==> src/rtl/obstacle_pkg.sv <==
// Shared types and constants for the obstacle spawner: game states, obstacle kinds,
// spawner FSM states and the LFSR feedback mask.
package obstacle_pkg;

    typedef enum logic [1:0] {
        UNBEGIN = 2'b00,
        RUNNING = 2'b01,
        DEAD    = 2'b10
    } gamestate_e;

    typedef enum logic [1:0] {
        KIND_SMALL  = 2'd0,
        KIND_MEDIUM = 2'd1,
        KIND_BIG    = 2'd2,
        KIND_BIRD   = 2'd3
    } obs_kind_e;

    typedef enum logic [2:0] {
        ST_IDLE  = 3'd0,
        ST_LOAD  = 3'd1,
        ST_COUNT = 3'd2,
        ST_ARM   = 3'd3,
        ST_WAIT  = 3'd4
    } spawn_state_e;

    localparam logic [15:0] LFSR_MASK = 16'hB400;
    localparam int          GAP_W     = 12;

endpackage

==> src/rtl/spawn_lfsr.sv <==
// 16-bit Galois LFSR (right-shifting, feedback mask LFSR_MASK) with step enable
// and a parameterised nonzero reset seed.
module spawn_lfsr
    import obstacle_pkg::*;
#(
    parameter logic [15:0] SEED = 16'hACE1
)
(
    input  logic        i_clk,
    input  logic        i_rst,
    input  logic        i_en,
    output logic [15:0] o_state
);

    logic [15:0] r_lfsr;
    logic [15:0] w_next;

    assign w_next = r_lfsr[0] ? ((r_lfsr >> 1) ^ LFSR_MASK) : (r_lfsr >> 1);

    always_ff @(posedge i_clk or posedge i_rst) begin
        if (i_rst) begin
            r_lfsr <= SEED;
        end else if (i_en) begin
            r_lfsr <= w_next;
        end
    end

    assign o_state = r_lfsr;

endmodule

==> src/rtl/obstacle_spawner.sv <==
// Obstacle spawner: paces spawns with an LFSR-randomised gap and hands each one to the
// lowest free drawer slot. Optional feature macro: SPAWN_BIRD_EN (bird kind at level>=1).
module obstacle_spawner
    import obstacle_pkg::*;
#(
    parameter int          NUM_SLOTS      = 2,
    parameter int          MIN_GAP        = 200,
    parameter int          GAP_RANGE_BITS = 8,
    parameter int          SPAWNS_PER_LVL = 8,
    parameter logic [15:0] LFSR_SEED      = 16'hACE1
)
(
    input  logic                 i_clk,
    input  logic                 i_rst,
    input  logic                 i_step_en,
    input  logic [1:0]           i_gamestate,
    input  logic [NUM_SLOTS-1:0] i_slot_busy,
    output logic [NUM_SLOTS-1:0] o_spawn,
    output logic [1:0]           o_spawn_kind,
    output logic [1:0]           o_level,
    output spawn_state_e         o_dbg_state,
    output logic [GAP_W-1:0]     o_dbg_gap_cnt,
    output logic [15:0]          o_dbg_lfsr
);

    localparam int CNT_W = (SPAWNS_PER_LVL > 1) ? $clog2(SPAWNS_PER_LVL) : 1;

    if ((MIN_GAP + (1 << GAP_RANGE_BITS) - 1 > (1 << GAP_W) - 1) || (MIN_GAP < 1) ||
        (GAP_RANGE_BITS < 1) || (GAP_RANGE_BITS > 10) || (NUM_SLOTS < 1) || (NUM_SLOTS > 4) ||
        (SPAWNS_PER_LVL < 1) || (LFSR_SEED == 16'h0000)) begin : g_bad_params
        $error("obstacle_spawner: illegal parameter combination (gap overflow or out of range)");
    end

    // Spawn interface: o_spawn is a one-hot, single-cycle request with o_spawn_kind valid in the
    // same cycle; there is no ready. The drawer acknowledges implicitly by raising i_slot_busy.

    logic                 w_running;
    logic                 w_dead;
    logic [15:0]          w_lfsr;
    logic [NUM_SLOTS-1:0] w_free;
    logic [NUM_SLOTS-1:0] w_pick;
    logic [GAP_W-1:0]     w_rand_term;
    logic [GAP_W-1:0]     w_gap_load;
    obs_kind_e            w_kind_draw;

    spawn_state_e         r_state;
    logic [GAP_W-1:0]     r_gap_cnt;
    logic [NUM_SLOTS-1:0] r_pending;
    logic [NUM_SLOTS-1:0] r_spawn;
    obs_kind_e            r_kind;
    logic [1:0]           r_level;
    logic [CNT_W-1:0]     r_spawn_cnt;

    spawn_state_e         w_state_nxt;
    logic [GAP_W-1:0]     w_gap_nxt;
    logic [NUM_SLOTS-1:0] w_pending_nxt;
    logic [NUM_SLOTS-1:0] w_spawn_nxt;
    obs_kind_e            w_kind_nxt;
    logic [1:0]           w_level_nxt;
    logic [CNT_W-1:0]     w_cnt_nxt;

    assign w_running = (i_gamestate == RUNNING);
    assign w_dead    = (i_gamestate == DEAD);

    spawn_lfsr #(
        .SEED (LFSR_SEED)
    ) u_lfsr (
        .i_clk   (i_clk),
        .i_rst   (i_rst),
        .i_en    (i_step_en & w_running),
        .o_state (w_lfsr)
    );

    // Lowest set bit of the free mask via two's-complement isolation.
    assign w_free      = ~i_slot_busy & ~r_pending;
    assign w_pick      = w_free & (~w_free + NUM_SLOTS'(1));
    assign w_rand_term = GAP_W'(w_lfsr[GAP_RANGE_BITS-1:0]) >> r_level;
    assign w_gap_load  = GAP_W'(MIN_GAP) + w_rand_term;

    always_comb begin
        w_kind_draw = obs_kind_e'(w_lfsr[1:0]);
`ifdef SPAWN_BIRD_EN
        if (w_lfsr[1:0] == 2'd3 && r_level == 2'd0) begin
            w_kind_draw = KIND_BIG;
        end
`else
        if (w_lfsr[1:0] == 2'd3) begin
            w_kind_draw = KIND_SMALL;
        end
`endif
    end

    always_comb begin
        w_state_nxt   = r_state;
        w_gap_nxt     = r_gap_cnt;
        w_pending_nxt = r_pending;
        w_spawn_nxt   = '0;
        w_kind_nxt    = r_kind;
        w_level_nxt   = r_level;
        w_cnt_nxt     = r_spawn_cnt;
        if (w_dead) begin
            // Frozen in place; only outstanding requests are forgotten.
            w_pending_nxt = '0;
        end else if (!w_running) begin
            w_state_nxt   = ST_IDLE;
            w_gap_nxt     = '0;
            w_pending_nxt = '0;
            w_level_nxt   = '0;
            w_cnt_nxt     = '0;
        end else begin
            w_pending_nxt = r_pending & ~i_slot_busy;
            case (r_state)
                ST_IDLE: begin
                    w_state_nxt = ST_LOAD;
                end
                ST_LOAD: begin
                    w_gap_nxt   = w_gap_load;
                    w_state_nxt = ST_COUNT;
                end
                ST_COUNT: begin
                    if (i_step_en) begin
                        w_gap_nxt = r_gap_cnt - GAP_W'(1);
                        if (r_gap_cnt == GAP_W'(1)) begin
                            w_state_nxt = ST_ARM;
                        end
                    end
                end
                ST_ARM, ST_WAIT: begin
                    if (|w_free) begin
                        w_spawn_nxt   = w_pick;
                        w_kind_nxt    = w_kind_draw;
                        w_pending_nxt = (r_pending & ~i_slot_busy) | w_pick;
                        w_state_nxt   = ST_LOAD;
                        if (r_spawn_cnt == CNT_W'(SPAWNS_PER_LVL - 1)) begin
                            w_cnt_nxt = '0;
                            if (r_level != 2'd3) begin
                                w_level_nxt = r_level + 2'd1;
                            end
                        end else begin
                            w_cnt_nxt = r_spawn_cnt + CNT_W'(1);
                        end
                    end else begin
                        w_state_nxt = ST_WAIT;
                    end
                end
                default: begin
                    w_state_nxt = ST_IDLE;
                end
            endcase
        end
    end

    always_ff @(posedge i_clk or posedge i_rst) begin
        if (i_rst) begin
            r_state     <= ST_IDLE;
            r_gap_cnt   <= '0;
            r_pending   <= '0;
            r_spawn     <= '0;
            r_kind      <= KIND_SMALL;
            r_level     <= '0;
            r_spawn_cnt <= '0;
        end else begin
            r_state     <= w_state_nxt;
            r_gap_cnt   <= w_gap_nxt;
            r_pending   <= w_pending_nxt;
            r_spawn     <= w_spawn_nxt;
            r_kind      <= w_kind_nxt;
            r_level     <= w_level_nxt;
            r_spawn_cnt <= w_cnt_nxt;
        end
    end

    assign o_spawn       = w_running ? r_spawn : '0;
    assign o_spawn_kind  = r_kind;
    assign o_level       = r_level;
    assign o_dbg_state   = r_state;
    assign o_dbg_gap_cnt = r_gap_cnt;
    assign o_dbg_lfsr    = w_lfsr;

endmodule

==> config.mk <==
export PLATFORM = sky130hd
export DESIGN_NAME = obstacle_spawner
export DESIGN_NICKNAME = d
export VERILOG_FILES = /design/src/rtl/obstacle_pkg.sv /design/src/rtl/spawn_lfsr.sv /design/src/rtl/obstacle_spawner.sv
export SDC_FILE = /design/constraint.sdc
export NUM_CORES = 1
export LEC_CHECK = 0
export CORE_MARGIN = 5
export CORE_UTILIZATION = 40
export CTS_BUF_LIST = sky130_fd_sc_hd__clkbuf_4 sky130_fd_sc_hd__clkbuf_8 sky130_fd_sc_hd__clkbuf_16
export DETAILED_ROUTE_END_ITERATION = 16
export RECOVER_POWER = 100
export SLEW_MARGIN = 20
export SYNTH_ARGS = -nofsm -noshare
export SYNTH_HDL_FRONTEND = slang
export SYNTH_SLANG_ARGS = --single-unit
==> constraint.sdc <==
create_clock -name i_clk -period 2.36 [get_ports i_clk]
set_input_delay 0.472 -clock i_clk [delete_from_list [all_inputs] [get_ports i_clk]]
set_output_delay 0.472 -clock i_clk [all_outputs]
set_load 0.03 [all_outputs]
==> results_tabular.tex <==
\begin{tabular}{lr}
\hline
Metric & Value \\
\hline
\multicolumn{2}{l}{\textbf{Die}} \\
Area of the die & 0.00811 mm2 \\
Starting Density & 0.408 \\
Core Rows & 29 \\
I/O pin total & 44 \\
Width of the chip & 90.1 um \\
Core Box Area & about 0.0063 mm2 \\
Height of the die & $\sim$90 um \\
\multicolumn{2}{l}{\textbf{Clock network}} \\
Total setup buffers inserted after CTS & 0 \\
Number of buffers on the longest clock path & 2 \\
Clock Latency Late Sink & around 290 ps \\
Clock slew at the register clock pins of the worst setup and hold paths & 80 ps \\
CTS tree & built \\
H-tree levels & 2 \\
Clock net sink count & 42 \\
Number of hold buffers added after cts & 0 \\
CTS resizes & 0 \\
Number of clock buffers inserted by TritonCTS & 5 \\
Root buffer cell & sky130\_fd\_sc\_hd\_\_clkbuf\_8 \\
\multicolumn{2}{l}{\textbf{Route}} \\
Antenna viol nets, final & 0 \\
DR DRC count & 0 \\
Aggregate routed wire length & 5.68 mm \\
Routed length per instance & about 16 um \\
Routed via count divided by cell count & 5.44 \\
Number of vias in the routed layout & $\sim$2,000 \\
Number of iterations in the first detailed-routing pass & 4 \\
Detailed Route Iter0 Violations & 84 \\
\multicolumn{2}{l}{\textbf{Worst setup path}} \\
Reg2Reg Depth & 7 \\
Worst setup path class & reg -> out \\
Capturing element of the worst setup path & o\_level[1] \\
Reg-to-reg critical path startpoint & o\_level[1] \\
Required time reported for the critical path endpoint & between 1500 and 2000 ps \\
Stage delay of the slowest cell on the critical path & around 680 ps \\
Kind of start point of the critical path & flip-flop \\
Delay-heaviest family, CP & buffers and inverters \\
Crit end category & output pin \\
Flop2flop setup slack & roughly 290 ps \\
Critical Path Stages & 2 \\
Timing startpoint of the critical path & o\_level[1] \\
Worst-path cell with the longest stage delay & sky130\_fd\_sc\_hd\_\_clkdlybuf4s50\_1 \\
Critical path peak fanout & 13 \\
Buffers and inverters on the worst path & 2 \\
Cell-by-cell listing of the critical path & buf\_4, clkdlybuf4s50\_1 \\
Endpoint of the most critical register-to-register path & o\_dbg\_gap\_cnt[7] \\
Data arrival time at the worst-slack endpoint & 1780 ps \\
\multicolumn{2}{l}{\textbf{Min path}} \\
Worst hold stages & 2 \\
Type of the most critical hold path & reg -> reg \\
Min-delay src & o\_spawn\_kind[0] \\
\multicolumn{2}{l}{\textbf{Global routing}} \\
Pin count of the biggest net entering global routing & 43 \\
Number of global-route vias before repair & 1,954 \\
Tot GR Track Use & 0.141 \\
Aggregate global routing overflow & 0 \\
Initial antenna violation count & 0 \\
Global-route wire length before repair & approximately 9.6 mm \\
\multicolumn{2}{l}{\textbf{Yosys}} \\
Adder and majority gate portion of the synthesized area & 0.0293 \\
Fraction of the mapped netlist area in compound gates & 0.169 \\
Net count of the mapped netlist & around 260 \\
Ys Warns & 0 \\
Post-synth top flop & sky130\_fd\_sc\_hd\_\_dfrtp\_1 \\
Share of the synthesized netlist area taken by xor and xnor gates & 0.0205 \\
Combinational family with the most area after synthesis & simple AND/OR/NAND/NOR gates \\
Gate count after technology mapping & 248 \\
Mean Syn Cell Area & between 10 and 15 um2 \\
Sequential element share of the synthesized area & 0.414 \\
Cell area after synthesis & 0.00256 mm2 \\
Share of async-settable or async-resettable flops after synthesis & 1.00 \\
Multiplexer share of the synthesized area & 0.0961 \\
Count of flip-flops with a built-in enable after synthesis & 0 \\
Flip-flop and latch count after synthesis & 42 \\
Post-synthesis simple-gate area fraction & 0.194 \\
Count of different cell masters after synthesis & 60 \\
\multicolumn{2}{l}{\textbf{Power}} \\
Total power per unit cell area & 689 mW/mm2 \\
Total power & 2.11 mW \\
Part of the power in combinational logic & 0.327 \\
Clock network fraction of design power & 0.234 \\
Switching Power & $\sim$0.76 mW \\
P\_int & 1.36 mW \\
Leakage component of the power & around 1.4 nW \\
Switching fraction of total power & 0.358 \\
Largest voltage drop on the vdd net & 0.447 mV \\
Sequential share of power & 0.439 \\
\multicolumn{2}{l}{\textbf{Run}} \\
Number of max-capacitance violations reported & 0 \\
\multicolumn{2}{l}{\textbf{Final layout}} \\
Net total in the final layout & approximately 300 \\
Filler cell count & 612 \\
Ant. Diodes & 0 \\
Fraction of layout cells with a size suffix above 1 & 0.187 \\
Area of all sequential standard cells & between 0.001 and 0.0015 mm2 \\
Combined area of the multi-input logic cells & 0.00129 mm2 \\
Area growth, synth to finish & 19.6\% \\
Most frequent cells in the layout & 36 x sky130\_fd\_sc\_hd\_\_dlygate4sd3\_1, 34 x sky130\_fd\_sc\_hd\_\_dfrtp\_1, 18 x sky130\_fd\_sc\_hd\_\_o21ai\_0 \\
Most common library cell in the layout ignoring fill and taps & sky130\_fd\_sc\_hd\_\_dlygate4sd3\_1 \\
Total non-filler cell area in the finished layout & $\sim$0.0031 mm2 \\
\multicolumn{2}{l}{\textbf{STA}} \\
Count of pins over their slew limit & 0 \\
Clock tree skew after final layout & 12.8 ps \\
Max-slew headroom & 0.305 \\
Final Critical Period & 2260 ps \\
Final worst slack & 104 ps \\
Number of hold-slack violations in the final timing report & 0 \\
Final total negative setup slack & 0 ps \\
Setup repair after global routing missed its margin & false \\
Transition time at the pin with the least slew margin & about 1000 ps \\
Peak Freq & 443 MHz \\
Final Cycle Share & 0.956 \\
Final setup fails & 0 \\
\multicolumn{2}{l}{\textbf{Place}} \\
Worst setup slack before clock tree synthesis & 126 ps \\
GPL Wtd Cong & 0.759 \\
Half-perimeter wire length after placement & roughly 4.0 mm \\
DP Area & 0.00300 mm2 \\
Quantity of I/O buffers inserted on ports & 43 \\
\multicolumn{2}{l}{\textbf{Run status}} \\
Run status & completed \\
\hline
\end{tabular}
==> worst min-delay path, delay by kind of cell, from the launching register on <==
| kind | cells | cell delay, ps |
|---|---|---|
| DFF | 1 | 350 |
| AOI/OAI and AO/OA | 1 | 60 |
| and+or+nand+nor | 1 | 40 |
==> layer usage <==
layer / share of wire / up-vias / global-route usage
met1: 0.49 / 947 / 0.192
met3: 0.048 / 5 / 0.0376
met4: 0.0079 / 0 / 0.0372
met2: 0.46 / 40 / 0.221
li1: - / 973 / -
met5: 0 / - / 0
==> cell type report <==
type / count / area share
Sequential cell: 42 / 0.346
Multi-Input combinational cell: 173 / 0.422
Clock inverter: 1 / 0.00163
Timing Repair Buffer: 53 / 0.160
Clock buffer: 7 / 0.0294
Tap cell: 77 / 0.0314
Inverter: 8 / 0.00979
==> cells in the mapped netlist, types with 3 or more instances <==
library cell | n | area share
sky130_fd_sc_hd__dfrtp_1 | 34 | 0.33
sky130_fd_sc_hd__o21ai_0 | 17 | 0.033
sky130_fd_sc_hd__a21oi_1 | 14 | 0.027
sky130_fd_sc_hd__buf_4 | 14 | 0.041
sky130_fd_sc_hd__nand2_1 | 14 | 0.020
sky130_fd_sc_hd__mux2_2 | 13 | 0.057
sky130_fd_sc_hd__nor2_1 | 11 | 0.016
sky130_fd_sc_hd__dfstp_2 | 8 | 0.082
sky130_fd_sc_hd__inv_1 | 8 | 0.012
sky130_fd_sc_hd__nor3_1 | 7 | 0.014
sky130_fd_sc_hd__a211oi_1 | 6 | 0.018
sky130_fd_sc_hd__ha_1 | 6 | 0.029
sky130_fd_sc_hd__nand2b_1 | 6 | 0.015
sky130_fd_sc_hd__clkbuf_1 | 5 | 0.0073
sky130_fd_sc_hd__o211ai_1 | 5 | 0.015
sky130_fd_sc_hd__o22ai_1 | 5 | 0.012
sky130_fd_sc_hd__mux4_2 | 4 | 0.035
sky130_fd_sc_hd__nand4b_1 | 4 | 0.014
sky130_fd_sc_hd__nor3b_1 | 4 | 0.012
sky130_fd_sc_hd__xnor2_1 | 4 | 0.014
sky130_fd_sc_hd__a31oi_1 | 3 | 0.0073
sky130_fd_sc_hd__and2_1 | 3 | 0.0073
sky130_fd_sc_hd__buf_2 | 3 | 0.0059
sky130_fd_sc_hd__nand3_1 | 3 | 0.0059
sky130_fd_sc_hd__nor2b_1 | 3 | 0.0073
==> power by group through the flow <==
stage / Clock [mW] / Sequential [mW] / Combinational (mW)
after floorplan: 0 / 0.984 / 0.470
after global placement: 0 / 0.944 / 0.726
after detailed placement: 0 / 0.946 / 0.732
after CTS: 0.510 / 0.934 / 0.735
after global routing: 0.540 / 0.950 / 0.751
final: 0.495 / 0.929 / 0.690
==> worst min path at each step <==
| stage | endpoint | slack [ps] |
|---|---|---|
| floorplan | r_spawn[1] | 430 |
| global placement | r_spawn[1] | 460 |
| detailed placement | r_spawn[1] | 460 |
| CTS | r_spawn[1] | 490 |
| global route | r_spawn[1] | 500 |
| finish | o_spawn_kind[0] | 480 |
==> cells by family after synthesis <==
logic type               after synthesis
XOR/XNOR                               6
multiplexers                          18
AND/OR/NAND/NOR                       78
AO/OA/AOI/OAI                         65
adder cells (fa/ha/maj)                6
buffers and inverters                 33
flip-flops                            42
==> sequential cells by signal (all words and copies together) (netlist names) <==
signal	count
o_dbg_gap_cnt	12
o_dbg_state	3
o_level	2
o_spawn_kind	2
r_pending	2
r_spawn	2
r_spawn_cnt	3
u_lfsr.o_state	16
==> through the flow <==
step	std cells	utilization	hold WS [ps]
3_5_place_dp	353	0.479	460
3_3_place_gp	353	0.479	462
2_1_floorplan	248	-	433
4_1_cts	361	0.494	488
6_report	361	0.489	481
5_1_grt	361	0.489	501
(Power assumes the default switching activity.)
